--- src/rtl/pulse_stretcher_pkg.sv ---
// Shared definitions for the multi-channel pulse stretcher: per-channel
// state encoding and the timer width helper.
package pulse_stretcher_pkg;

    typedef enum logic [1:0] {
        ST_IDLE = 2'd0,
        ST_ON   = 2'd1,
        ST_GAP  = 2'd2
    } ch_state_t;

    function automatic int max_int(input int a, input int b);
        return (a > b) ? a : b;
    endfunction

    // Wide enough to hold the larger reload value; never narrower than 1 bit
    // so ON_CYCLES=OFF_CYCLES=1 still elaborates.
    function automatic int timer_width(input int on_cycles, input int off_cycles);
        int w;
        w = $clog2(max_int(on_cycles, off_cycles));
        return (w < 1) ? 1 : w;
    endfunction

endpackage

--- src/rtl/pulse_stretch_ch.sv ---
// One stretcher channel: IDLE/ON/GAP sequencer with a reload timer, a
// saturating count of queued strobes and a sticky overflow flag.
module pulse_stretch_ch
    import pulse_stretcher_pkg::*;
#(
    parameter int ON_CYCLES  = 25_000_000,
    parameter int OFF_CYCLES = 12_500_000,
    parameter int PEND_W     = 3
) (
    input  logic              clk,
    input  logic              rst_n,
    input  logic              pulse,
    input  logic              clear_ovf,
    output logic              led,
    output ch_state_t         state,
    output logic [PEND_W-1:0] pending,
    output logic              overflow
);

    localparam int              TW       = timer_width(ON_CYCLES, OFF_CYCLES);
    localparam logic [TW-1:0]   ON_LOAD  = TW'(ON_CYCLES - 1);
    localparam logic [TW-1:0]   OFF_LOAD = TW'(OFF_CYCLES - 1);
    localparam logic [PEND_W-1:0] PEND_MAX = '1;

    ch_state_t         state_q, state_d;
    logic [TW-1:0]     timer_q, timer_d;
    logic [PEND_W-1:0] pend_q, pend_d;
    logic              ovf_q, ovf_d;
    logic              led_q;
    logic              timer_done;
    logic              queued;
    logic              ovf_event;

    assign timer_done = (timer_q == '0);

    // A strobe is queued whenever the channel is mid-blink and cannot start
    // a blink from it in this cycle (everything except IDLE and GAP-end).
    assign queued = pulse && ((state_q == ST_ON) ||
                              ((state_q == ST_GAP) && !timer_done));

    always_ff @(posedge clk or negedge rst_n) begin
        if (!rst_n) begin
            state_q <= ST_IDLE;
            timer_q <= '0;
            pend_q  <= '0;
            ovf_q   <= 1'b0;
            led_q   <= 1'b0;
        end else begin
            state_q <= state_d;
            timer_q <= timer_d;
            pend_q  <= pend_d;
            ovf_q   <= ovf_d;
            led_q   <= (state_d == ST_ON);
        end
    end

    always_comb begin
        state_d   = state_q;
        timer_d   = timer_q;
        pend_d    = pend_q;
        ovf_event = 1'b0;

        case (state_q)
            ST_IDLE: begin
                if (pulse) begin
                    state_d = ST_ON;
                    timer_d = ON_LOAD;
                end
            end
            ST_ON: begin
                if (timer_done) begin
                    state_d = ST_GAP;
                    timer_d = OFF_LOAD;
                end else begin
                    timer_d = timer_q - 1'b1;
                end
            end
            ST_GAP: begin
                if (timer_done) begin
                    if ((pend_q != '0) || pulse) begin
                        state_d = ST_ON;
                        timer_d = ON_LOAD;
                    end else begin
                        state_d = ST_IDLE;
                    end
                    // Strobe + dequeue cancel out; a lone strobe is consumed directly.
                    if ((pend_q != '0) && !pulse) begin
                        pend_d = pend_q - 1'b1;
                    end
                end else begin
                    timer_d = timer_q - 1'b1;
                end
            end
            default: begin
                state_d = ST_IDLE;
                timer_d = '0;
            end
        endcase

        if (queued) begin
            if (pend_q == PEND_MAX) begin
                ovf_event = 1'b1;
            end else begin
                pend_d = pend_q + 1'b1;
            end
        end

        ovf_d = (ovf_q && !clear_ovf) || ovf_event;
    end

    assign led      = led_q;
    assign state    = state_q;
    assign pending  = pend_q;
    assign overflow = ovf_q;

endmodule

--- src/rtl/pulse_stretcher.sv ---
// Multi-channel pulse stretcher: one independent stretcher per strobe input,
// with a shared overflow clear.
module pulse_stretcher
    import pulse_stretcher_pkg::*;
#(
    parameter int CH         = 4,
    parameter int ON_CYCLES  = 25_000_000,
    parameter int OFF_CYCLES = 12_500_000,
    parameter int PEND_W     = 3
) (
    input  logic          clk,
    input  logic          rst_n,
    input  logic [CH-1:0] pulse_in,
    input  logic          clear_ovf,
    output logic [CH-1:0] led_out,
    output logic [CH-1:0] busy,
    output logic [CH-1:0] overflow
);

    ch_state_t         ch_state [CH];
    logic [PEND_W-1:0] ch_pend  [CH];

    for (genvar i = 0; i < CH; i++) begin : g_ch
        pulse_stretch_ch #(
            .ON_CYCLES  (ON_CYCLES),
            .OFF_CYCLES (OFF_CYCLES),
            .PEND_W     (PEND_W)
        ) u_ch (
            .clk       (clk),
            .rst_n     (rst_n),
            .pulse     (pulse_in[i]),
            .clear_ovf (clear_ovf),
            .led       (led_out[i]),
            .state     (ch_state[i]),
            .pending   (ch_pend[i]),
            .overflow  (overflow[i])
        );

        // Decoded from flops that reset asynchronously, so busy drops with rst_n.
        assign busy[i] = (ch_state[i] != ST_IDLE) || (ch_pend[i] != '0);
    end

endmodule

--- config.mk ---
export PLATFORM = sky130hd
export DESIGN_NAME = pulse_stretcher
export DESIGN_NICKNAME = d
export VERILOG_FILES = /design/src/rtl/pulse_stretcher_pkg.sv /design/src/rtl/pulse_stretch_ch.sv /design/src/rtl/pulse_stretcher.sv
export SDC_FILE = /design/constraint.sdc
export NUM_CORES = 1
export LEC_CHECK = 0
export ABC_AREA = 1
export CELL_PAD_IN_SITES_DETAIL_PLACEMENT = 0
export CELL_PAD_IN_SITES_GLOBAL_PLACEMENT = 1
export CORE_MARGIN = 2
export CORE_UTILIZATION = 50
export DETAILED_ROUTE_END_ITERATION = 10
export PLACE_DENSITY_LB_ADDON = 0.1
export SLEW_MARGIN = 25
export SYNTH_ARGS = -nofsm -noshare
export SYNTH_HDL_FRONTEND = slang
export SYNTH_HIERARCHICAL = 1
export SYNTH_SLANG_ARGS = --single-unit
export TNS_END_PERCENT = 20
--- constraint.sdc ---
create_clock -name clk -period 4 [get_ports clk]
set_input_delay 0.6 -clock clk [delete_from_list [all_inputs] [get_ports clk]]
set_output_delay 0.6 -clock clk [all_outputs]
set_load 0.005 [all_outputs]
==> impl_metrics.json, run 1 <==
{
  "final_layout_size_suffix_gt1_frac": 0.1022,
  "dp_hpwl_um": 15840,
  "clock_sinks": 128,
  "firstDrtPassIters": 5,
  "antenna_left": 0,
  "vias": 7968,
  "yosysWarnings": 6,
  "path_cells": "inv_1 > nand3_1 > clkdlybuf4s50_1",
  "dieArea_mm2": 0.01913,
  "maxSlewHeadroom": 0.4587,
  "cts_max_level": 4,
  "timing.hold.ws_ns": 0.2801,
  "finalCriticalPeriod_ns": 2.166,
  "die_x_um": 138.3,
  "drt_wl_total_um": 21810,
  "final_common_cell": "nand2_1",
  "antenna_found_initial": 0,
  "rr_startpoint": "g_ch[1].u_ch/timer_q[0]",
  "cp_max_fo": 6,
  "holdCritPathClass": "in2async",
  "gp_congestion": 0.8555,
  "power_density_mw_per_mm2": 421.7,
  "yosysSeqAreaShare": 0.3551,
  "finalNetCount": 1359,
  "first_global_vias": 7753,
  "grt_setup_unrepaired": "no",
  "slew_viol_final": 0,
  "period_share": 0.5416,
  "outcome": "finished, final reports clean",
  "cts_buffer_depth": 2,
  "setup_tns_ns": 0,
  "drv_cap": 0,
  "hold_violations": 0,
  "synth.ff_latch_count": 128,
  "synthToLayoutAreaGrowth_pct": 10.74,
  "synth.distinct_cells": 31,
  "clkTransAtPathRegs_ns": 0.06,
  "root_buffer": "clkbuf_16",
  "fin_skew_ns": 0.009989,
  "syn-num-nets": 1332,
  "startpoint_type": "flop",
  "grt_max_degree": 98,
  "tritoncts": "yes",
  "yosys.area.top_type_share": 0.3551,
  "syn_area_mm2": 0.009020,
  "die_y_um": 138.3,
  "post-cts-setup-buffers": 0,
  "cp.arrival_ns": 1.57,
  "slowest_delay_ns": 0.52,
  "fmax_ghz": 0.4616,
  "syn_area_per_cell_um2": 6.933,
  "syn_inst": 1301,
  "vias_per_cell": 5.075,
  "drt_iter0_drc": 488,
  "worstSetupStartpoint": "g_ch[3].u_ch/pending[2]",
  "critPathRequiredTime_ns": 3.40,
  "power_mw": 4.212,
  "vdd_drop_max_v": 0.0003418,
  "wl_per_cell_um": 13.89,
  "setup_violations": 0,
  "worst_path_max_delay_cell": "clkdlybuf4s50_1",
  "ctsHoldBuffers": 0,
  "clkLatencyLatePin_ns": 0.42,
  "design.core.area_mm2": 0.01784,
  "final_cell_mix": "nand2_1 (408), nor2_1 (189), inv_1 (151)",
  "antennaDiodeCount": 0,
  "num_rows": 49,
  "grt_use_total": 0.2405,
  "grt.overflow.total": 0,
  "worst_pin_slew_ns": 0.8119,
  "grt_pass1_wl_um": 38130,
  "cts_made_buffers": 17,
  "initial_utilization": 0.5056,
  "portBuffers": 18,
  "netlist_top_cells_area": "dfrtp_1 (36%), nand2_1 (17%), nor2_1 (7.9%)",
  "path_class": "reg2out",
  "power_leakage_nw": 4.789,
  "drc": 0,
  "io_pins": 19,
  "postCtsResizedCells": 0,
  "end_kind": "primary output",
  "synth_area_leader_cell": "dfrtp_1"
}
[flip-flops by register name, indices dropped and copies added, names as in the netlist]
signal / count
g_ch.u_ch/timer_q: 100
g_ch.u_ch/pending: 12
g_ch.u_ch/state: 8
g_ch.u_ch/led: 4
g_ch.u_ch/overflow: 4
[worst max-delay path: cells and delay by family, from the launching register on]
family | cells | cell delay (ns)
flops | 1 | 0.47
buf+inv | 2 | 0.58
simple gates | 1 | 0.09
[stage by stage]
step	cells	instance area, um2	utilization	setup WS, ns
2_1_floorplan	1301	9020	-	2.276
3_3_place_gp	1538	9408	0.5273	1.808
3_5_place_dp	1538	9408	0.5273	1.768
4_1_cts	1570	9986	0.5597	1.771
5_1_grt	1570	9988	0.5599	1.592
6_report	1570	9988	0.5599	1.834
[synthesized netlist by cell type]
cell type and instances:
o21ai_2 29, nand2_1 408, nand3_1 77, buf_6 4
nand3_2 5, dfrtp_1 128, and3_1 2, nor3b_1 4
nor3_1 7, clkinv_1 1, nand3_4 3, inv_1 151
nor2_4 13, o21ai_1 29, inv_4 4, o211ai_1 16
buf_4 4, ha_1 24, nand2_4 8, nor2_2 23
xnor2_1 16, buf_2 4, a21oi_1 12, o2111ai_1 8
nor2_1 189, o21ai_0 71, xor2_1 30, nand2_8 4
inv_2 7, nand4_1 14, nand2_2 6
[path summary, 6_finish.rpt]
| kind | endpoint | cells past startpoint | slack [ns] |
|---|---|---|---|
| max reg2reg | g_ch[1].u_ch/timer_q[1] | 13 | 1.84 |
| min reg2reg | g_ch[2].u_ch/timer_q[0] | 2 | 0.49 |
| max in group asynchronous | g_ch[0].u_ch/timer_q[16] | 2 | 2.93 |
| min | g_ch[0].u_ch/timer_q[5] | 1 | 0.28 |
| max | busy[3] | 3 | 1.83 |
| min in group clk | g_ch[2].u_ch/timer_q[0] | 2 | 0.49 |
[layout make-up]
class	instances	area, um2
clock buffer	22	494.2
fill	1756	7853
multi-input combinational	998	5100
tap	229	286.5
clock inverter	10	83.83
inverter	163	621.8
sequential	128	3203
timing repair buffer	20	198.9
[kinds of logic (layout without fill, tap and decap cells)]
| group | Yosys count | after routing | share of synthesized area |
|---|---|---|---|
| AOI/OAI and AO/OA | 165 | 165 | 0.1114 |
| and+or+nand+nor | 763 | 763 | 0.3761 |
| DFF | 128 | 128 | 0.3551 |
| xor gates and xnor gates | 46 | 46 | 0.04467 |
| buffers and inverters | 175 | 215 | 0.07948 |
| adders and majority gates | 24 | 24 | 0.03329 |
[metal layers]
layer	part of all wire	up-vias	track usage
met4	0.0054	0	0.04887
met2	0.46	102	0.3927
met3	0.028	12	0.04018
li1	-	4174	-
met1	0.50	3680	0.3401
met5	0	-	0
[where the power goes]
group / switching, mW / leakage, nW / internal (mW)
Clock: 0.590 / 0.287 / 0.931
Sequential: 0.272 / 1.46 / 1.50
Combinational: 0.530 / 3.04 / 0.387
Total: 1.39 / 4.79 / 2.82
Note: power is estimated with default switching activity, not from simulation.
==> run 2, diff against run 1 <==
CORE_UTILIZATION = 42   (was 50)
clock period = 1.9 ns   (was 4 ns; I/O delays follow)
==> run 2 against run 1 <==
Compared with the run above:
- global-route usage is 1.6 points lower
- sequential share of layout area down 3.6 points
- non-clock buffer count rose by 112
- critical path depth is 9 higher
- sequential power increased by 110%
- setup slack got worse by 1.8 ns
- first-iteration DRC count shrank 1.0%
- register-to-register slack worse by 1.8 ns
- via count up 6.1%
==> impl_metrics.json, run 2 (synthesized netlist as in run 1, its figures left out) <==
{
  "outcome": "finished, final reports clean",
  "clock_sinks": 128,
  "hold_violations": 0,
  "regMostFlops": "g_ch.u_ch/timer_q",
  "drt_iter0_drc": 483,
  "wl_per_cell_um": 14.13,
  "worst_path_max_delay_cell": "dfrtp_1",
  "synthToLayoutAreaGrowth_pct": 24.98,
  "cts_max_level": 4,
  "cts_buffer_depth": 2,
  "vias": 8457,
  "dieArea_mm2": 0.02266,
  "grt.overflow.total": 0,
  "crit_family": "simple AND/OR/NAND/NOR gates",
  "setup_tns_ns": 0,
  "setup_violations": 0,
  "gp_congestion": 0.8494,
  "initial_utilization": 0.4291,
  "firstDrtPassIters": 5,
  "drt_wl_total_um": 24430,
  "final_cell_mix": "nand2_1 (390), nor2_1 (172), inv_1 (139)",
  "grt_use_total": 0.2241,
  "startpoint_type": "flop",
  "vias_per_cell": 4.891,
  "worstSetupStartpoint": "g_ch[3].u_ch/timer_q[0]",
  "timing.hold.ws_ns": 0.3032,
  "maxSlewHeadroom": 0.7751,
  "fmax_ghz": 0.5469,
  "critPathMostFrequentCell": "nand3_4",
  "path_cells": "inv_2 > ha_4 > inv_1 > nor2_1 > nand2_1 > nor2_2 > nand3_4 > nor2_4 > nand2_4 > nand3_4 > buf_4 > o21ai_0",
  "die_y_um": 150.5,
  "fin_skew_ns": 0.007728,
  "drv_cap": 0,
  "power_density_mw_per_mm2": 818.9,
  "drc": 0,
  "finalCriticalPeriod_ns": 1.829,
  "slowest_delay_ns": 0.38,
  "rr_startpoint": "g_ch[3].u_ch/timer_q[0]",
  "final_common_cell": "nand2_1",
  "antennaDiodeCount": 0,
  "vdd_drop_max_v": 0.0005452,
  "tritoncts": "yes",
  "final_layout_size_suffix_gt1_frac": 0.2091,
  "cp_num_buf_inv": 3,
  "rrSetupSlack_ns": 0.07,
  "critPathRequiredTime_ns": 2.20,
  "dp_hpwl_um": 17940,
  "grt_pass1_wl_um": 40280,
  "power_leakage_nw": 5.400,
  "cp_max_fo": 8,
  "clkLatencyLatePin_ns": 0.42,
  "num_rows": 53,
  "root_buffer": "clkbuf_16",
  "slew_viol_final": 0,
  "cp.arrival_ns": 2.13,
  "finalNetCount": 1473,
  "largest_register_ffs": 100,
  "period_share": 0.9624,
  "first_global_vias": 8155,
  "grt_setup_unrepaired": "yes",
  "io_pins": 19,
  "end_kind": "flop",
  "grt_max_degree": 45,
  "antenna_left": 0,
  "holdCritPathClass": "in2async",
  "portBuffers": 18,
  "design.core.area_mm2": 0.02102,
  "clkTransAtPathRegs_ns": 0.06,
  "antenna_found_initial": 0,
  "path_class": "reg2reg",
  "die_x_um": 150.5,
  "cts_made_buffers": 17,
  "worst_pin_slew_ns": 0.3348
}
[run 2: worst reg2reg max path, delay by kind of cell (launching register included)]
family,cells,cell delay (ns)
flops,1,0.38
simple gates,7,0.84
buf+inv,3,0.28
compound gates,1,0.08
fa+ha+maj,1,0.14
[run 2: cell type report]
class,instances,area [um2]
clock inverters,5,102.6
repair inverters,1,8.758
clock buffers,26,489.2
well taps,275,344.1
flip-flops and latches,128,3207
fillers,2076,9748
repair buffers,132,1139
inverters,163,649.4
multi-input cells,999,5334
[run 2: final timing paths]
| path | endpoint | depth (start not counted) |
|---|---|---|
| hold / removal | g_ch[0].u_ch/timer_q[23] | 2 |
| setup / recovery | g_ch[3].u_ch/timer_q[20] | 12 |
| max in group asynchronous | g_ch[3].u_ch/timer_q[15] | 3 |
| setup reg to reg | g_ch[3].u_ch/timer_q[20] | 12 |
| hold reg to reg | g_ch[3].u_ch/timer_q[0] | 2 |
| min in group clk | g_ch[3].u_ch/timer_q[0] | 2 |
[run 2: layer usage]
layer  routed length [um]  global-route usage
met5                    0                   0
met4                  232             0.05283
met3                  736             0.03879
met2                11580              0.3677
met1                11890              0.3079
[run 2: through the flow]
stage            util  cell area, um2  power (mW)  cells  worst slack, ns
5_1_grt        0.5363           11270       9.864   1729         -0.08913
2_1_floorplan       -            9020       5.135   1301           0.1758
3_5_place_dp   0.4831           10160       5.803   1671         0.009856
3_3_place_gp   0.4831           10160       5.793   1671        -0.003376
6_report       0.5363           11270       9.231   1729          0.07146
4_1_cts        0.5121           10770       9.269   1703         0.005077
[run 2: what timing repair did]
item,in CTS,in global routing
pin swaps,0,19
hold buffers,1,0
cloned,0,3
hold endpoints to repair,23,0
gates resized for setup,1,105
setup buffers,0,23
endpoints found under the setup margin,1,111
[run 2: where the power goes]
part / switching [mW] / internal (mW)
combinational: 1.21 / 0.916
clock: 1.23 / 2.16
sequential: 0.548 / 3.17
